## src/rtl/hazard_pkg.sv

```systemverilog
// Shared definitions for the pipeline hazard controller: operand-forward
// selects, mul/div stall FSM states and stall-counter sizing.
package hazard_pkg;

    localparam logic [1:0] FWD_RF = 2'b00;
    localparam logic [1:0] FWD_W  = 2'b01;
    localparam logic [1:0] FWD_M  = 2'b10;

    localparam int NUM_OPS  = 2;   // EX operands A and B
    localparam int MD_CNT_W = 4;
    localparam int PERF_W   = 32;

    typedef enum logic [1:0] {
        IDLE = 2'd0,
        BUSY = 2'd1,
        DONE = 2'd2
    } md_state_t;

    function automatic logic [MD_CNT_W-1:0] md_load(input int lat);
        return MD_CNT_W'(lat - 2);
    endfunction

endpackage

```

## src/rtl/muldiv_stall_fsm.sv

```systemverilog
// Holds the pipeline while a multi-cycle mul/div occupies EX:
// MULDIV_LAT stall cycles, then a single result-valid (done) cycle.
module muldiv_stall_fsm
    import hazard_pkg::*;
#(
    parameter int MULDIV_LAT = 4
) (
    input  logic clk,
    input  logic reset_n,
    input  logic MulDivE,
    output logic mdStall,
    output logic MulDivDoneE
);

    localparam logic [MD_CNT_W-1:0] CNT_LOAD = md_load(MULDIV_LAT);

    md_state_t             state, state_nxt;
    logic [MD_CNT_W-1:0]   cnt, cnt_nxt;
    logic                  stall_raw, done_raw;

    always_ff @(posedge clk or negedge reset_n) begin
        if (!reset_n) begin
            state <= IDLE;
            cnt   <= '0;
        end else begin
            state <= state_nxt;
            cnt   <= cnt_nxt;
        end
    end

    // The IDLE cycle that accepts the op already stalls, so BUSY lasts LAT-1 cycles.
    always_comb begin
        state_nxt = state;
        cnt_nxt   = cnt;
        stall_raw = 1'b0;
        done_raw  = 1'b0;
        case (state)
            IDLE: begin
                if (MulDivE) begin
                    stall_raw = 1'b1;
                    cnt_nxt   = CNT_LOAD;
                    state_nxt = BUSY;
                end
            end
            BUSY: begin
                stall_raw = 1'b1;
                if (cnt == '0) state_nxt = DONE;
                else           cnt_nxt   = cnt - 1'b1;
            end
            DONE: begin
                done_raw  = 1'b1;
                state_nxt = IDLE;
            end
            default: state_nxt = IDLE;
        endcase
    end

    // IDLE decodes MulDivE combinationally, so mask it while reset is held.
    assign mdStall     = stall_raw & reset_n;
    assign MulDivDoneE = done_raw  & reset_n;

endmodule

```

## src/rtl/hazard_unit.sv

```systemverilog
// Pipeline hazard controller: EX forwarding, load-use stall, branch flush and
// mul/div hold. Define HAZARD_PERF_EN to build the stall/flush counters.
module hazard_unit
    import hazard_pkg::*;
#(
    parameter int MULDIV_LAT = 4,
    parameter int REG_AW     = 5
) (
    input  logic              clk,
    input  logic              reset_n,
    input  logic [REG_AW-1:0] Rs1D,
    input  logic [REG_AW-1:0] Rs2D,
    input  logic [REG_AW-1:0] Rs1E,
    input  logic [REG_AW-1:0] Rs2E,
    input  logic [REG_AW-1:0] RdE,
    input  logic [REG_AW-1:0] RdM,
    input  logic [REG_AW-1:0] RdW,
    input  logic              LoadE,
    input  logic              RegWriteM,
    input  logic              RegWriteW,
    input  logic              PCSrcE,
    input  logic              MulDivE,
    output logic              StallF,
    output logic              StallD,
    output logic              StallE,
    output logic              FlushD,
    output logic              FlushE,
    output logic              FlushM,
    output logic [1:0]        ForwardAE,
    output logic [1:0]        ForwardBE,
    output logic              MulDivDoneE,
    output logic [31:0]       StallCount,
    output logic [31:0]       FlushCount
);

    logic [NUM_OPS-1:0][REG_AW-1:0] rs_e;
    logic [NUM_OPS-1:0][1:0]        fwd;
    logic                           lw_stall, md_stall;

    assign rs_e = {Rs2E, Rs1E};

    // M has the younger result, so it wins over W; x0 never forwards.
    for (genvar g = 0; g < NUM_OPS; g++) begin : g_fwd
        assign fwd[g] = (RegWriteM && RdM == rs_e[g] && rs_e[g] != '0) ? FWD_M :
                        (RegWriteW && RdW == rs_e[g] && rs_e[g] != '0) ? FWD_W :
                                                                         FWD_RF;
    end

    assign ForwardAE = reset_n ? fwd[0] : FWD_RF;
    assign ForwardBE = reset_n ? fwd[1] : FWD_RF;

    assign lw_stall = reset_n & LoadE & (RdE != '0) & ((Rs1D == RdE) | (Rs2D == RdE));

    muldiv_stall_fsm #(
        .MULDIV_LAT (MULDIV_LAT)
    ) u_md_fsm (
        .clk         (clk),
        .reset_n     (reset_n),
        .MulDivE     (MulDivE),
        .mdStall     (md_stall),
        .MulDivDoneE (MulDivDoneE)
    );

    // EX is frozen during a mul/div, so load-use and branch clears must not fire.
    assign StallF = lw_stall | md_stall;
    assign StallD = lw_stall | md_stall;
    assign StallE = md_stall;
    assign FlushM = md_stall;
    assign FlushD = reset_n & PCSrcE & ~md_stall;
    assign FlushE = (lw_stall | (reset_n & PCSrcE)) & ~md_stall;

`ifdef HAZARD_PERF_EN
    logic [PERF_W-1:0] stall_cnt, flush_cnt;

    always_ff @(posedge clk or negedge reset_n) begin
        if (!reset_n) begin
            stall_cnt <= '0;
            flush_cnt <= '0;
        end else begin
            if (StallF && stall_cnt != '1) stall_cnt <= stall_cnt + 1'b1;
            if (FlushE && flush_cnt != '1) flush_cnt <= flush_cnt + 1'b1;
        end
    end

    assign StallCount = stall_cnt;
    assign FlushCount = flush_cnt;
`else
    assign StallCount = '0;
    assign FlushCount = '0;
`endif

endmodule

```

## config.mk

```make
export PLATFORM = sky130hd
export DESIGN_NAME = hazard_unit
export DESIGN_NICKNAME = d
export VERILOG_FILES = /design/src/rtl/hazard_pkg.sv /design/src/rtl/muldiv_stall_fsm.sv /design/src/rtl/hazard_unit.sv
export SDC_FILE = /design/constraint.sdc
export NUM_CORES = 1
export LEC_CHECK = 0
export ABC_CLOCK_PERIOD_IN_PS = 3000
export BUFFER_PORTS_ARGS = -buffer_cell sky130_fd_sc_hd__buf_2
export CAP_MARGIN = 40
export CORE_MARGIN = 5
export CORE_UTILIZATION = 35
export CTS_CLUSTER_SIZE = 14
export DETAILED_ROUTE_END_ITERATION = 8
export HOLD_SLACK_MARGIN = 0.08
export PLACE_DENSITY = 0.77
export RECOVER_POWER = 25
export SLEW_MARGIN = 25
export SYNTH_ARGS = -nofsm -noshare
export SYNTH_HDL_FRONTEND = slang
export SYNTH_SLANG_ARGS = --single-unit
export TNS_END_PERCENT = 5
```

## constraint.sdc

```tcl
create_clock -name clk -period 3 [get_ports clk]
set_input_delay 0.45 -clock clk [delete_from_list [all_inputs] [get_ports clk]]
set_output_delay 0.45 -clock clk [all_outputs]
set_load 0.02 [all_outputs]
```

==> metrics.cfg <==
[synth]
yosysTopAreaCell=buf_4
synth.avg_cell_area_um2=7.97
synth_area_leaders=buf_4 (38%), dfrtp_1 (12%), xnor2_1 (11%)
synth.mux.area_fraction_pct=0
yosysMostFrequentCell=buf_4
synthXorXnorAreaFrac_pct=21.7
synth-compound-area-share_pct=4.65
ys_top_cells_by_count=buf_4 (66), xnor2_1 (16), xor2_1 (16)
synth.distinct_cells=27
synth_edf_count=0
synthCells=162
synth_fa_ha_area_share_pct=1.94
ys.flop_type=dfrtp_1
synth-seq-area-share_pct=11.6
synth-simple-area-share_pct=19.7
synth_top_area_share_pct=38.4
async_flop_share_pct=100
synth_warnings=0
synth_top_family_by_area=buffers and inverters
synth-seq-cells=6
syn-cell-area_um2=1290

[timing]
finalCriticalPeriod_ps=2250
max_freq_mhz=444
finClkSkew_ps=3.60
rsz0062_at_grt=no
relSlewSlack_pct=53.7
setup_ws_ps=748
finalHoldViolCount=0
setup_viol=0
tns_ps=0
worst_slew_pin_slew_ps=694
fin_crit_sh_pct=75.1
whs_ps=251
final_max_slew_viol_count=0

[worst_setup_path]
r2r_start=u_md_fsm.cnt[0]
path_cells=clkbuf_1 -> o211ai_1 -> and3_1 -> o21bai_1 -> buf_2
r2r_end=u_md_fsm.cnt[1]
reg2regPathDepth=6
worst-path-buf-inv=2
critPathMaxStageDelay_ps=510
crit_family=buffers and inverters
reg2reg_slack_ps=1360
crit_required_ps=2550
critPathCaptureType=output port
worstPathArrival_ps=1800
critPathLaunchType=input port
cpMaxStageDelayCell=clkbuf_1
path_class=in2out
path_max_fanout=15

[power]
pwr-share-seq_pct=23.5
switching_share_pct=47.6
combPwrFrac_pct=57.1
p_switching_uw=293
p_clk_share_pct=19.4
p_int_uw=322
p_per_area_nw_per_um2=444
p_leak_nw=0.742
irDropWorstVdd_uv=121

[clock_network]
htree_levels=1
cts_hold_buf=0
cts_inserted_buffers=3
cts_tree=done
clk_pin_slew_ps=40
cts.sinks=6
post-cts-setup-buffers=0
clk_latency_ps=220
root_buffer=clkbuf_8
cts_resized=0
clockBufferDepth=2

[die]
rows=22
dieArea_um2=5000
pin_count=117
die_w_um=70.7
dieHeight_um=70.7
start_util_pct=35.8
core-area_um2=3610

[run]
cap_violations=0

[detailed_routing]
ant_nets=0
num_vias=1014
wl_per_cell_um=10.3
dr.pass1.iters=4
viasPerCell=3.90
routed_wl_mm=2.68
drtIter0Drc=56
drc_errors=0

[placed_design]
pre_cts_slack_ps=796
place_congestion=0.769
dp.cells=257
io_buffers=52
hpwl_mm=2.48

[worst_hold_path]
hp-class=in2async

[global_route]
antenna_found_initial=0
grt_pass1_wl_mm=3.98
grt_max_degree=16
grt.overflow.total=0
grt_pass1_vias=971
track_usage_pct=9.54

[finish]
area_growth_pct=7.27
seqCellArea_um2=150
fillers=400
drive_gt1_share_pct=29.7
antenna_cells=0
multi_input_area_um2=860
instances_no_fill=260
fin_nets=258

[status]
status=finished clean

==> layout make-up <==
class	count	share of cell area [%]
clock buffers	3	2.98
multi-input cells	147	62.1
well taps	48	4.34
flip-flops and latches	6	10.8
repair buffers	52	18.7
inverters	4	1.08
==> layout by cell type, fill, tap and decap left out <==
cell type	count
conb_1	64
buf_2	51
xor2_1	16
xnor2_1	16
nor2_1	7
nand3_1	6
dfrtp_1	6
nand4_1	5
inv_1	4
nor3_1	4
nand2_1	4
nor4_2	3
o21ai_0	3
clkbuf_8	3
or4_4	2
nor2_4	2
and2_2	2
a22oi_1	2
nor2b_1	2
ha_1	2
nor4_1	1
o211ai_1	1
and3_1	1
o21bai_1	1
or3b_1	1
a21oi_1	1
a41o_1	1
clkbuf_1	1
==> power groups by stage <==
stage	logic (mW)	clock network, mW	registers [mW]
final	0.351	0.119	0.145
after global routing	0.394	0.130	0.150
after CTS	0.352	0.122	0.144
after detailed placement	0.351	0	0.145
after global placement	0.342	0	0.143
after floorplan	0.336	0	0.136
==> worst max path at each step <==
stage	end	start	slack [ps]	depth (start not counted)
5_1_grt	FlushE	reset_n	580	5
4_1_cts	ForwardBE[0]	Rs2E[2]	790	6
3_3_place_gp	ForwardBE[0]	Rs2E[2]	830	6
2_1_floorplan	StallF	RdE[2]	860	5
6_report	FlushE	reset_n	750	5
3_5_place_dp	ForwardBE[0]	Rs2E[2]	800	6
==> per-stage QoR <==
stage | power [mW] | util [%] | cell area [um^2]
global placement | 0.485 | 37.3 | 1350
finish | 0.614 | 38.4 | 1390
detailed placement | 0.495 | 37.3 | 1350
CTS | 0.618 | 38.4 | 1390
global route | 0.674 | 38.4 | 1390
floorplan | 0.472 | - | 1530
==> flip-flops by register name, indices dropped and copies added, names as in the netlist <==
register	flops
u_md_fsm.cnt	4
u_md_fsm.state	2
==> layer usage <==
metal | wire, um | global-route usage, %
met1 | 853 | 9.11
met2 | 1460 | 19.4
met3 | 336 | 1.99
met4 | 25 | 3.76
met5 | 0 | 0
==> kinds of logic after synthesis <==
kind of cell / Yosys count
buffers and inverters: 72
AND/OR/NAND/NOR: 40
XOR/XNOR: 32
AO/OA/AOI/OAI: 9
flip-flops: 6
adder cells (fa/ha/maj): 2
other: 1
No activity file was read; power rests on OpenSTA's default activity.
